==> src/rtl/ibex_pkg.sv <==
// Shared ibex types and constants.
// Regfile address widths and the write-port bundle.
package ibex_pkg;

  localparam int unsigned RegfileAddrW  = 5;
  localparam int unsigned RegfileAddrWE = 4;
  localparam int unsigned RegfileDataW  = 32;

  typedef struct packed {
    logic [RegfileAddrW-1:0] addr;
    logic [RegfileDataW-1:0] data;
    logic                    we;
  } regfile_wport_t;

endpackage

==> src/rtl/ibex_regfile_sb_busy.sv <==
// Per-register busy scoreboard for long-latency writebacks.
// Tracks reservations and detects read/WAW hazards.
module ibex_regfile_sb_busy
  import ibex_pkg::*;
#(
  parameter int unsigned AddrW        = 5,
  parameter int unsigned NumReadPorts = 2,
  parameter bit          WriteThrough = 1'b1
) (
  input  logic                          clk_i,
  input  logic                          rst_ni,
  input  logic [NumReadPorts*AddrW-1:0] raddr_i,
  input  logic [NumReadPorts-1:0]       rreq_i,
  input  logic                          rsv_valid_i,
  input  logic [AddrW-1:0]              rsv_addr_i,
  input  logic                          wb_valid_i,
  input  logic [AddrW-1:0]              wb_addr_i,
  output logic [2**AddrW-1:0]           busy_o,
  output logic                          stall_o
);

  localparam int unsigned NumRegs = 2**AddrW;

  logic [NumRegs-1:0] busy_d, busy_q;
  logic [AddrW-1:0]   ra;
  logic               rd_haz, waw_haz, rsv_go;

  always_comb begin
    rd_haz = 1'b0;
    ra     = '0;
    for (int k = 0; k < NumReadPorts; k++) begin
      ra = raddr_i[k*AddrW +: AddrW];
      if (rreq_i[k] && (ra != '0) && busy_q[ra] &&
          !(WriteThrough && wb_valid_i && (wb_addr_i == ra))) begin
        rd_haz = 1'b1;
      end
    end
  end

  assign waw_haz = rsv_valid_i && (rsv_addr_i != '0) &&
                   busy_q[rsv_addr_i] &&
                   !(wb_valid_i && (wb_addr_i == rsv_addr_i));

  assign stall_o = rd_haz | waw_haz;
  assign rsv_go  = rsv_valid_i & ~stall_o;

  // A new reservation outranks the writeback of the previous one.
  always_comb begin
    busy_d = '0;
    for (int r = 1; r < NumRegs; r++) begin
      busy_d[r] = (rsv_go && (rsv_addr_i == AddrW'(r))) ||
                  (busy_q[r] &&
                   !(wb_valid_i && (wb_addr_i == AddrW'(r))));
    end
  end

  always_ff @(posedge clk_i or negedge rst_ni) begin
    if (!rst_ni) begin
      busy_q <= '0;
    end else begin
      busy_q <= busy_d;
    end
  end

  assign busy_o = busy_q;

endmodule

==> src/rtl/ibex_regfile_scoreboard.sv <==
// Flip-flop register file with N read ports, two write ports
// and a busy scoreboard driving the ID stall.
module ibex_regfile_scoreboard
  import ibex_pkg::*;
#(
  parameter bit          RV32E             = 1'b0,
  parameter int unsigned DataWidth         = 32,
  parameter int unsigned NumReadPorts      = 2,
  parameter bit          WriteThrough      = 1'b1,
  parameter bit          DummyInstructions = 1'b0
) (
  input  logic                              clk_i,
  input  logic                              rst_ni,
  input  logic                              dummy_instr_id_i,
  input  logic [NumReadPorts*5-1:0]         raddr_i,
  input  logic [NumReadPorts-1:0]           rreq_i,
  output logic [NumReadPorts*DataWidth-1:0] rdata_o,
  input  logic [4:0]                        waddr_a_i,
  input  logic [DataWidth-1:0]              wdata_a_i,
  input  logic                              we_a_i,
  input  logic                              rsv_valid_i,
  input  logic [4:0]                        rsv_addr_i,
  input  logic                              wb_valid_i,
  input  logic [4:0]                        wb_addr_i,
  input  logic [DataWidth-1:0]              wb_data_i,
  output logic                              reg_stall_o,
  output logic [(RV32E ? 16 : 32)-1:0]      busy_o
);

  localparam int unsigned AW =
    RV32E ? RegfileAddrWE : RegfileAddrW;
  localparam int unsigned NumRegs = 2**AW;
  localparam logic [4:0] AMask = 5'(NumRegs - 1);

  regfile_wport_t       wp_a, wp_b;
  logic                 x0_wr_ok;
  logic [DataWidth-1:0] rf_q [NumRegs];
  logic [DataWidth-1:0] rf_d [NumRegs];
  logic [DataWidth-1:0] rd;
  logic [4:0]           ra;
  logic [NumReadPorts*AW-1:0] raddr_sb;

  assign x0_wr_ok = DummyInstructions & dummy_instr_id_i;

  always_comb begin
    wp_a      = '0;
    wp_a.addr = waddr_a_i & AMask;
    wp_a.data[DataWidth-1:0] = wdata_a_i;
    wp_a.we   = we_a_i & ((wp_a.addr != '0) | x0_wr_ok);
    wp_b      = '0;
    wp_b.addr = wb_addr_i & AMask;
    wp_b.data[DataWidth-1:0] = wb_data_i;
    wp_b.we   = wb_valid_i & ((wp_b.addr != '0) | x0_wr_ok);
  end

  // Port A wins a same-address collision.
  always_comb begin
    for (int r = 0; r < NumRegs; r++) begin
      rf_d[r] = rf_q[r];
      if (wp_a.we && (wp_a.addr == 5'(r))) begin
        rf_d[r] = wp_a.data[DataWidth-1:0];
      end else if (wp_b.we && (wp_b.addr == 5'(r))) begin
        rf_d[r] = wp_b.data[DataWidth-1:0];
      end
    end
  end

  always_ff @(posedge clk_i or negedge rst_ni) begin
    if (!rst_ni) begin
      for (int r = 0; r < NumRegs; r++) begin
        rf_q[r] <= '0;
      end
    end else begin
      rf_q <= rf_d;
    end
  end

  always_comb begin
    rdata_o  = '0;
    raddr_sb = '0;
    rd       = '0;
    ra       = '0;
    for (int k = 0; k < NumReadPorts; k++) begin
      ra = raddr_i[k*5 +: 5] & AMask;
      raddr_sb[k*AW +: AW] = ra[AW-1:0];
      rd = rf_q[ra[AW-1:0]];
      if (WriteThrough) begin
        if (wp_a.we && (wp_a.addr == ra)) begin
          rd = wp_a.data[DataWidth-1:0];
        end else if (wp_b.we && (wp_b.addr == ra)) begin
          rd = wp_b.data[DataWidth-1:0];
        end
      end
      if ((ra == '0) && !dummy_instr_id_i) begin
        rd = '0;
      end
      rdata_o[k*DataWidth +: DataWidth] = rd;
    end
  end

  ibex_regfile_sb_busy #(
    .AddrW        (AW),
    .NumReadPorts (NumReadPorts),
    .WriteThrough (WriteThrough)
  ) u_busy (
    .clk_i       (clk_i),
    .rst_ni      (rst_ni),
    .raddr_i     (raddr_sb),
    .rreq_i      (rreq_i),
    .rsv_valid_i (rsv_valid_i),
    .rsv_addr_i  (rsv_addr_i[AW-1:0]),
    .wb_valid_i  (wb_valid_i),
    .wb_addr_i   (wb_addr_i[AW-1:0]),
    .busy_o      (busy_o),
    .stall_o     (reg_stall_o)
  );

endmodule

==> config.mk <==
export PLATFORM = sky130hd
export DESIGN_NAME = ibex_regfile_scoreboard
export DESIGN_NICKNAME = d
export VERILOG_FILES = /design/src/rtl/ibex_pkg.sv /design/src/rtl/ibex_regfile_sb_busy.sv /design/src/rtl/ibex_regfile_scoreboard.sv
export SDC_FILE = /design/constraint.sdc
export NUM_CORES = 2
export LEC_CHECK = 0
export CORE_MARGIN = 8
export CORE_UTILIZATION = 25
export DETAILED_ROUTE_END_ITERATION = 16
export DONT_BUFFER_PORTS = 1
export SLEW_MARGIN = 20
export SYNTH_ARGS = -nofsm -noshare
export SYNTH_HDL_FRONTEND = slang
export SYNTH_SLANG_ARGS = --single-unit
export TNS_END_PERCENT = 20
==> constraint.sdc <==
create_clock -name clk_i -period 4.85 [get_ports clk_i]
set_input_delay 1.455 -clock clk_i [delete_from_list [all_inputs] [get_ports clk_i]]
set_output_delay 1.455 -clock clk_i [all_outputs]
set_load 0.01 [all_outputs]
---- Word level (Yosys, flattened, before mapping) ----
Cells that the tools add are included.
operators by class
  multiplexer cells ....................... 84
  reductions and logical operators ........ 282
  $lt $le $gt $ge ......................... 5
  bitwise gates (word level) .............. 7
  eq/ne operators ......................... 98
operators with widths
  operator                                                                count
  32-bit 2-to-1 mux                                                       74
  32-bit binary-select mux with 5-bit select                              2
  5-bit equality test (second input constant)                             48
  1-bit logical AND                                                       175
  5-bit by 4-bit equality test with 1-bit output (second input constant)  24
  2-bit nonzero test                                                      32
  5-bit by 3-bit equality test with 1-bit output (second input constant)  12
  1-bit logical NOT                                                       35
  1-bit logical OR                                                        31
  5-bit by 2-bit equality test with 1-bit output (second input constant)  6
  5-bit equality test                                                     5
  5-bit nonzero test                                                      5
  5-bit logical NOT                                                       4
  5-bit by 6-bit < comparator with 1-bit output (second input constant)   3
  1-bit binary-select mux with 5-bit select                               3
  5-bit by 1-bit equality test with 1-bit output (second input constant)  3
  6-bit >= comparator (second input constant)                             2
  5-bit inverter with 6-bit output                                        2
  1-bit 2-to-1 mux                                                        5
  1-bit AND                                                               3
  1-bit inverter                                                          1
  1-bit OR                                                                1
storage, ports and cells
  bits of input ports ..................... 97
  logic and storage cells ................. 509
  bits in registers ....................... 1055
  output and inout bits ................... 97

---- Depth between registers and ports, before layout ----
  depth in word-level cells ............... 11
  mapped depth ............................ 10
  mapped depth without buffers ............ 6

---- Hierarchy ----
From an unflattened synthesis, not the netlist that was laid out.
unflattened totals
  cells, all modules ...................... 6959
  area, all modules ....................... 68221.7 um^2
by module, submodules not included
  module                   area each (um^2)  seq. area each (um^2)  instances  cells each
  ibex_regfile_scoreboard  65574.1           25624.6                1          6681
  ibex_regfile_sb_busy     2647.5            775.7                  1          278

---- Least setup slack after synthesis ----
Ideal clock, no wire load.
  path kind ............................... input port to output port
  start point ............................. in raddr_i[0]
  end point ............................... out rdata_o[0]
  data required time ...................... 3.395 ns
  buffers on the path ..................... 4
  slack ................................... -0.118 ns
  data arrival time ....................... 3.513 ns
  cell stages on the path ................. 10
  cells stage by stage .................... buf_2 buf_4 buf_4 buf_2 mux4_2 mux2_2 o22ai_1 nor3_1 a21oi_1 a21oi_1
between the ends
  cells in the longest elaborated chain, start to end .. 7
  elaborated cells between the ends (all ways) .. 13
  classes of those cells .................. eq/ne: 2; mux: 6; bitwise: 1; reduce/logical: 4
ends and longest elaborated chain
  item                                                    RTL line                       text
  start, declared                                         ibex_regfile_scoreboard.sv:15  input logic [NumReadPorts*5-1:0] raddr_i,
  5-bit inverter with 6-bit output (implied by the code)  ibex_regfile_scoreboard.sv:86  rd = rf_q[ra[AW-1:0]];
  32-bit binary-select mux with 5-bit select              ibex_regfile_scoreboard.sv:86
  32-bit 2-to-1 mux (implied by the code) (2 in series)   ibex_regfile_scoreboard.sv:86
  32-bit 2-to-1 mux                                       ibex_regfile_scoreboard.sv:90  end else if (wp_b.we && (wp_b.addr == ra)) begin
  32-bit 2-to-1 mux                                       ibex_regfile_scoreboard.sv:88  if (wp_a.we && (wp_a.addr == ra)) begin
  32-bit 2-to-1 mux *                                     ibex_regfile_scoreboard.sv:94  if ((ra == '0) && !dummy_instr_id_i) begin
  end, declared                                           ibex_regfile_scoreboard.sv:17  output logic [NumReadPorts*DataWidth-1:0] rdata_o,
Mark *: on every way between the ends. The rest lies on a longest branch, timed or not. The select of a mux whose other input is x is not followed.

---- Final worst setup path ----
  start point ............................. in raddr_i[5]
  end point ............................... out rdata_o[45]
Same word-level chain as after synthesis.

==> run_results.csv <==
group,metric,value,unit
worst_setup_path,critPathLaunchType,"primary input",
clock_network,numCtsBuffers,101,
floorplanning,die_h,534,um
sta,period_needed,5.57,ns
synth,seq_area_frac_synth,39.4,%
synth,synth.most_common_cell,"dfrtp_1",
floorplanning,initial_utilization,25.1,%
clock_network,path_clk_slew,0.06,ns
floorplanning,rows,190,
layout,utilization,28.4,%
worst_hold_path,min_path_cells,0,
worst_setup_path,r2r_slack,2.11,ns
layout,ff_latch_area,0.0264,mm2
synth,ys_types,53,
synth,synth_edf_count,0,
place,routabilityCongestion,0.865,
global_route,grt_pass1_vias,52800,
power,leakagePower,0.0313,uW
place,hpwlAfterDp,146,mm
sta,fin_crit_sh,115,%
layout,final_cell_area,0.0760,mm2
sta,fin_hold_ws,0.396,ns
synth,netlist_instances,6303,
sta,max_slew_margin,6.40,%
status,violations,"setup timing",
floorplanning,die_x,534,um
drt,via_per_inst,5.51,
global_route,grt_pass1_wl,370,mm
place,dp_cells,9352,
place,post_dp_cell_area,0.0717,mm2
clock_network,clock_latency,0.71,ns
synth,synthAdderAreaFrac,0,%
synth,syn_nets,6400,
layout,nNetsFinal,6000,
sta,max_freq,0.180,GHz
clock_network,h-tree-depth,3,
worst_setup_path,reg2reg_depth,7,
synth,synth_top_family_by_area,"multiplexers",
clock_network,cts_sinks,1055,
drt,drtIter0Drc,5717,
clock_network,cts_buffer_depth,3,
sta,rsz0062_at_grt,"yes",
worst_setup_path,crit_start,"raddr_i[5]",
synth,ys_seq_elements,1055,
worst_setup_path,setup.worst_path.end_class,"output port",
worst_setup_path,worstSetupPathType,"in2out",
power,p_per_area,387,mW/mm2
global_route,grt_overflow,0,
drt,drt-pass1-iter-count,6,
synth,ys.flop_type,"dfrtp_1",
sta,final_max_slew_viol_count,0,
global_route,gr-usage-all-layers,17.1,%
worst_setup_path,rr_endpoint,"u_busy.busy_o[7]",
clock_network,root_buffer,"clkbuf_16",
synth,synth.area.top_cells,"dfrtp_1, mux4_2, mux2i_1",
place,io_buffer_count,0,
drt,ant_nets,0,
worst_setup_path,crit_end,"rdata_o[45]",
floorplanning,dieArea,0.285,mm2
layout,instances_no_fill,9541,
drt,route.detailed.drc,0,
drt,vias,52500,
layout,area_growth,13.4,%
sta,finalHoldViolCount,0,
synth,yosys.area_share.simple,7.53,%
global_route,antenna_found_initial,5,
global_route,grt_max_degree,271,
sta,worst_pin_slew,1.40,ns
run,cap_viol_max_count,0,
floorplanning,io-pin-count,194,
synth,yosysWarnings,0,
drt,wl_per_cell,26.8,um
floorplanning,core,0.267,mm2
worst_hold_path,hp-start,"rf_q[1001]",
clock_network,cts_tree,"done",
synth,synth_common_cells,"dfrtp_1, mux2i_1, a21oi_1",
sta,skew,0.00957,ns
worst_setup_path,cp_max_fo,267,
clock_network,post-cts-setup-buffers,0,
synth,synth_xor_area_share,0.327,%
synth,synth_compound_area_share,10.8,%
layout,fillCellCount,27300,
drt,wl,255,mm
worst_setup_path,r2r_start,"u_busy.busy_o[12]",
synth,netlist.area_leader.share,39.4,%
synth,synth_mux_area_share,37.2,%
clock_network,ctsHoldBuffers,0,
place,preCtsSetupSlack,-0.730,ns
worst_hold_path,hp-class,"reg2reg",
worst_setup_path,arrival,4.11,ns
synth,yosys.area.top_type,"dfrtp_1",
synth,async_reset_ff_share,100,%
synth,avgSynthCellArea,10.6,um2
sta,finalSetupViolCount,64,
layout,drive_above_1_share,24.4,%
worst_setup_path,required,3.39,ns
synth,synth_area,0.0670,mm2
power,irDropWorstVdd,0.289,mV
layout,multiInputGateArea,0.0387,mm2
sta,layout_setup_ws,-0.720,ns
status,status,"finished, violations left",
registers in the layout, indices dropped and copies added, names as in the netlist:
signal,count
rf_q,1024
u_busy.busy_o,31
where the power goes:
part,internal (uW),total (uW),switching [uW],leakage (uW)
clock,4530,8300,3770,0.00163
combinational,4780,8050,3270,0.0168
sequential,11100,13000,1940,0.0128
total,20400,29400,8980,0.0313
placed cells by master (no fill, tap or decap), drive strengths merged, types with 73 or more instances in the layout:
cell,n
a21oi,737
buf,280
clkbuf,142
dfrtp,1055
mux2,260
mux2i,1001
mux4,530
nand2,476
nor2,651
nor3,73
o21ai,497
o22ai,128
worst min path at each step:
stage | endpoint | slack [ns]
5_1_grt | rf_q[1006] | 0.41
6_report | rf_q[1001] | 0.40
3_5_place_dp | rf_q[993] | 0.38
3_3_place_gp | rf_q[1020] | 0.38
2_1_floorplan | rf_q[1000] | 0.44
4_1_cts | u_busy.busy_o[3] | 0.40
critical path, cell delays in order:
cell and delay (ns):
mux4_2 0.94, mux2_2 0.32, o22ai_4 0.20, buf_6 0.14, nor3_2 0.05, a21oi_1 0.13
a21oi_1 0.10, buf_4 0.16
routing by layer:
layer	global-route usage, %	share of wire [%]	up-vias
li1	-	-	22200
met1	19.6	36	26400
met2	28.7	48	3016
met3	3.05	8.0	911
met4	12.4	8.6	4
met5	0	0.0078	-
metrics by stage:
step                power [uW]  TNS, ns
finish                   29400   -31.79
global route             30600   -20.01
CTS                      29300   -0.446
detailed placement       20800  -119.94
global placement         20300  -234.66
floorplan                18600   -0.595
timing repair:
| item | in CTS | in global routing |
|---|---|---|
| endpoints found under the hold margin | 0 | 0 |
| gates resized for setup | 124 | 46 |
| pin swaps | 11 | 5 |
| setup endpoints to repair | 55 | 253 |
| cloned | 0 | 2 |
final cells by class:
type	count	share of cell area (%)
Clock buffer	140	3.79
Antenna cell	3	0.00988
Timing Repair Buffer	282	4.06
Tap cell	3552	5.85
Sequential cell	1055	34.7
Inverter	1	0.0115
Multi-Input combinational cell	4462	50.9
Clock inverter	46	0.609
logic make-up after synthesis:
logic type	after synthesis
muxes	1791
AOI/OAI and AO/OA	1377
and+or+nand+nor	1268
DFF	1055
buffers and inverters	786
xor gates and xnor gates	25
other	1
(Power assumes the default switching activity.)
